File: config.mk
export PLATFORM = sky130hd
export DESIGN_NAME = clk_bufg
export DESIGN_NICKNAME = d
export VERILOG_FILES = /design/src/rtl/clk_bufg_pkg.sv /design/src/rtl/clk_bufg_sync.sv /design/src/rtl/clk_bufg.sv
export SDC_FILE = /design/constraint.sdc
export NUM_CORES = 1
export LEC_CHECK = 0
export BUFFER_PORTS_ARGS = -buffer_cell sky130_fd_sc_hd__clkbuf_2
export CORE_ASPECT_RATIO = 0.7
export CORE_MARGIN = 10
export CORE_UTILIZATION = 24
export CTS_BUF_LIST = sky130_fd_sc_hd__clkbuf_8
export DETAILED_ROUTE_END_ITERATION = 10
export PLACE_DENSITY = 0.4
export SYNTH_ARGS = -nofsm -noshare
export SYNTH_HDL_FRONTEND = slang
export SYNTH_HIERARCHICAL = 1
export SYNTH_SLANG_ARGS = --single-unit
File: constraint.sdc
create_clock -name clk -period 0.8 [get_ports clk]
set_clock_uncertainty 0.2 [all_clocks]
set_input_delay 0.04 -clock clk [delete_from_list [all_inputs] [get_ports clk]]
set_output_delay 0.04 -clock clk [all_outputs]
set_load 0.1 [all_outputs]
File: src/rtl/clk_bufg_pkg.sv
// clk_bufg_pkg: default configuration constants for the clk_bufg clock buffer
package clk_bufg_pkg;
  localparam int   SYNC_STAGES_DEF = 2;
  localparam int   CNT_WIDTH_DEF   = 16;
  localparam logic INIT_EN_DEF     = 1'b1;
endpackage

File: src/rtl/clk_bufg_sync.sv
// clk_bufg_sync: multi-flop synchronizer for the asynchronous clock-enable request
module clk_bufg_sync import clk_bufg_pkg::*; #(
  parameter int   STAGES = SYNC_STAGES_DEF,
  parameter logic INIT   = INIT_EN_DEF
) (
  input  logic clk_i,
  input  logic rst_i,
  input  logic d_i,
  output logic q_o
);
  logic [STAGES-1:0] sync_q;
  always_ff @(posedge clk_i or posedge rst_i)
    if (rst_i) sync_q <= {STAGES{INIT}};
    else       sync_q <= {sync_q[STAGES-2:0], d_i};
  assign q_o = sync_q[STAGES-1];
endmodule

File: src/rtl/clk_bufg.sv
// clk_bufg: glitch-free gated global clock buffer with edge counter; gating enabled by CLK_BUFG_GATE_EN
module clk_bufg import clk_bufg_pkg::*; #(
  parameter int   SYNC_STAGES = SYNC_STAGES_DEF,
  parameter int   CNT_WIDTH   = CNT_WIDTH_DEF,
  parameter logic INIT_EN     = INIT_EN_DEF
) (
  input  logic                 clk,
  input  logic                 reset,
  input  logic                 ce,
  output logic                 O,
  output logic                 active,
  output logic [CNT_WIDTH-1:0] edge_cnt
);
  logic [1:0]           rst_q;
  logic                 rst_s;
  logic                 en;
  logic [CNT_WIDTH-1:0] cnt_q, cnt_d;
  always_ff @(posedge clk or posedge reset)
    if (reset) rst_q <= 2'b11;
    else       rst_q <= {rst_q[0], 1'b0};
  assign rst_s = rst_q[1];
`ifdef CLK_BUFG_GATE_EN
  logic ce_s, en_q;
  clk_bufg_sync #(.STAGES(SYNC_STAGES), .INIT(INIT_EN)) u_sync (
    .clk_i(clk),
    .rst_i(rst_s),
    .d_i  (ce),
    .q_o  (ce_s)
  );
  // enable only moves while clk is low, so AND-gating can never chop a high phase
  always_ff @(negedge clk or posedge rst_s)
    if (rst_s) en_q <= INIT_EN;
    else       en_q <= ce_s;
  assign en = en_q;
`else
  logic unused_cfg;
  assign unused_cfg = ce ^ INIT_EN ^ (SYNC_STAGES > 2);
  assign en = 1'b1;
`endif
  assign O        = clk & en;
  assign active   = en;
  assign cnt_d    = en ? cnt_q + CNT_WIDTH'(1) : cnt_q;
  assign edge_cnt = cnt_q;
  always_ff @(posedge clk or posedge rst_s)
    if (rst_s) cnt_q <= '0;
    else       cnt_q <= cnt_d;
endmodule

==> results by stage <==
Route:
- For this block, the initial DRC count from the detailed router was 41.
- The routed via count divided by cell count is 4.21.
- The number of search-and-repair iterations in the first detailed-routing pass is 4.
- After detailed routing, the average wire length per cell comes to 13.5 um.
- The total number of vias is 720.
- The wire length reported by the detailed router is 2.32 mm.
- The final routed DRC violation total is 0.
- The antenna violation net count after detailed routing is 0.

Power:
- Dividing total power by cell area gives a power density of 1400 mW/mm2.
- Of the total power, the share spent switching nets is 0.312.
- Of the total power, the clock network draws 0.636.
- The combinational power share is 0.020.
- Summed over all cells, the static leakage comes to 0.960 nW.
- The internal cell power is 1.84 mW.
- The highest ir drop seen on vdd is 3.02 mV.
- In this run the power spent charging and discharging nets is 835 uW.
- The share of total power dissipated in sequential elements is 0.344.

Critical path:
- The reg-to-reg critical path endpoint is edge_cnt[15].
- The arrival time at the worst endpoint is 1200 ps.
- The launch instance of the worst register-to-register path is edge_cnt[0].
- Along the worst path, the maximum fanout reaches 3.
- The setup path with the least slack is of type reg -> out.
- The type of destination of the critical path is an output port.
- The number of cells on the worst reg-to-reg path is 5.
- The data required time of the worst path is 560 ps.
- The flop-to-flop setup slack is -640 ps.
- The category of the worst setup path launch point is a flop.

STA:
- The post-route minimum period is 1440 ps.
- Setup repair after global routing could not meet its margin everywhere.
- The final max-slew violation count is 0.
- The tightest hold path in the finished design has a slack of 21.8 ps.
- The share of the cycle needed by the critical path after routing is 1.80.
- Setup slack on the critical path of the routed design comes to -639 ps.
- The highest clock frequency the design can meet is 0.695 GHz.
- The number of endpoints with negative hold slack in the final report is 0.
- Setup violations remaining at the end of the flow were counted as 33.

Die:
- The number of standard-cell rows in the floorplan is 17.
- The die is 88.2 um wide.
- The height of the die is 67.7 um.
- The die covers 0.00597 mm2.
- The total I/O pin count is 21.
- The starting density of the core is 0.250.
- In this run the standard cell core region covers 0.00313 mm2.

Clock network:
- The clock tree from TritonCTS is built.
- The clock transition at the register clock pins on the worst setup and hold paths after CTS is 70 ps.
- For the worst-skew pair, the clock arrives at the later sink with an insertion delay of 360 ps.

Synth:
- The mean instance size in the synthesized netlist is 11.7 um2.
- Of the post-synthesis cell area, the dominant cell type holds 0.513.
- Ranked by total cell area, the synthesized netlist is headed by sky130_fd_sc_hd__dfrtp_1 (51%), sky130_fd_sc_hd__xor2_1 (10%), sky130_fd_sc_hd__dfstp_2 (6.7%).
- The synthesized area is 781 um2.
- Yosys printed 6 warnings.
- The cell count after synthesis is 67.
- When the netlist entered floorplanning its net count stood at 71.
- The number of synthesized register bits is 18.
- The number of different library cells used by synthesis comes to 17.
- Of the synthesized area, sequential elements account for 0.580.
- The synthesized design spends more area on one cell type than any other, namely sky130_fd_sc_hd__dfrtp_1.

Final layout:
- Relative to the synthesized area, the layout overhead comes to 145%.
- The utilization of the core after routing is 0.613.
- 0 antenna diodes ended up in the layout.
- Of the cells placed in the final design, the portion with a size suffix greater than 1 is 0.805.
- The net count of the finished layout is 138.

Placed design:
- At the end of routability-driven placement, the weighted congestion stood at 0.680.
- The number of I/O port buffers is 18.
- Summed over all nets, the half-perimeter wirelength after detailed placement is 1.58 mm.

Min path:
- The class of the most critical hold timing path is in -> async.

Global routing:
- The remaining global-route overflow is 0.
- In the global route stage, overall resource usage came out at 0.0861.
- The global routing's busiest layer is met2.
- For met2 alone, demand over resource in global routing was 0.118.
- The largest net degree at the start of global routing is 11.
- The met1 usage in global routing is 0.107.
- The via count of the first global-routing pass came to 805.
- The number of antenna violations at the first check in global routing is 0.
- For this run, global-route usage on met3 was measured as 0.0517.
- The first global-routing pass estimated 3.97 mm of wire.

Status:
- The run finished, with violations left.
- The checks that failed: setup timing.

Run:
- The count of maximum capacitance violations is 0.
per-layer routing:
metal / routed length, um / part of all wire
met1: 1040 / 0.45
met2: 1090 / 0.47
met3: 179 / 0.077
met4: 7 / 0.0030
met5: 0 / 0
registers in the layout (all words and copies together) (netlist names):
name and cells:
edge_cnt 16, rst_q 2
stage by stage:
step | instances | TNS, ps | total power [mW] | worst slack [ps] | area (um2)
after detailed placement | 147 | -11900 | 1.43 | -670 | 1440
after floorplan | 67 | -11980 | 1.53 | -905 | 888
after global routing | 171 | -18980 | 2.77 | -742 | 1920
after CTS | 169 | -17820 | 2.69 | -647 | 1850
after global placement | 147 | -11560 | 1.43 | -646 | 1440
final | 171 | -17560 | 2.67 | -639 | 1920
power by group through the flow:
stage                     sequential (mW)  combinational [mW]  clock [mW]
after floorplan                     0.939              0.0385       0.549
after detailed placement            0.939              0.0515       0.439
final                               0.919              0.0539        1.70
after global placement              0.939              0.0506       0.439
after CTS                           0.919              0.0553        1.71
after global routing                0.919              0.0603        1.79
synth_stat cells:
cell                      number
sky130_fd_sc_hd__nand2_1       4
sky130_fd_sc_hd__dfstp_2       2
sky130_fd_sc_hd__dfrtp_1      16
sky130_fd_sc_hd__nor4_1        3
sky130_fd_sc_hd__ha_1          1
sky130_fd_sc_hd__buf_4         2
sky130_fd_sc_hd__nand3_1       4
sky130_fd_sc_hd__nand3_2       1
sky130_fd_sc_hd__nor4_2        1
sky130_fd_sc_hd__nor2_1        3
sky130_fd_sc_hd__nor3_1        4
sky130_fd_sc_hd__inv_1         6
sky130_fd_sc_hd__nand4_1       3
sky130_fd_sc_hd__conb_1        2
sky130_fd_sc_hd__nand4_4       1
sky130_fd_sc_hd__xor2_1        9
sky130_fd_sc_hd__xnor2_1       5
critical path, stage by stage, from the launching register on:
cell and delay, ps:
sky130_fd_sc_hd__dfrtp_4 500, sky130_fd_sc_hd__buf_4 170, sky130_fd_sc_hd__buf_12 160
cell usage in the layout, fill, tap and decap left out, types with 3 or more instances in the layout:
master                     synthesis  final
sky130_fd_sc_hd__buf_12            0     16
sky130_fd_sc_hd__buf_4             2     20
sky130_fd_sc_hd__buf_6             0     23
sky130_fd_sc_hd__clkbuf_8          0      5
sky130_fd_sc_hd__dfrtp_4           0     16
sky130_fd_sc_hd__inv_1             6      5
sky130_fd_sc_hd__nand4_1           3      3
sky130_fd_sc_hd__nor2_4            0      3
sky130_fd_sc_hd__nor3_4            0      4
sky130_fd_sc_hd__nor4_4            0      4
sky130_fd_sc_hd__xnor2_2           0      3
sky130_fd_sc_hd__xor2_1            9      9
how the worst max path moves through the flow:
stage	end	slack [ps]	from	cells past startpoint
floorplan	edge_cnt[12]	-900	edge_cnt[0]	4
global placement	edge_cnt[15]	-650	edge_cnt[1]	4
detailed placement	edge_cnt[13]	-670	edge_cnt[1]	3
CTS	edge_cnt[15]	-650	edge_cnt[0]	5
global route	edge_cnt[15]	-740	edge_cnt[5]	5
finish	edge_cnt[1]	-640	edge_cnt[1]	2
logic make-up after synthesis:
| group | after synthesis | synth area share |
|---|---|---|
| xor gates and xnor gates | 14 | 0.157 |
| adders and majority gates | 1 | 0.0160 |
| buffers and inverters | 8 | 0.0481 |
| DFF | 18 | 0.580 |
| other | 2 | 0.00962 |
| and+or+nand+nor | 24 | 0.189 |
final cells by class:
| type | instances | area, um2 |
|---|---|---|
| Fill cell | 248 | 1210 |
| Timing Repair Buffer | 61 | 744 |
| Sequential cell | 18 | 513 |
| Multi-Input combinational cell | 41 | 477 |
| Clock buffer | 7 | 109 |
| Tap cell | 38 | 47.5 |
| Inverter | 6 | 25.0 |
repair_timing:
action / 4_1_cts / 5_1_grt
hold endpoints to repair: 2 / 0
resized for setup: 45 / 9
endpoints found under the setup margin: 33 / 33
hold buffers: 1 / 0
pin swaps: 15 / 10
setup buffers: 15 / 2
Power figures use the tool's default switching activity.
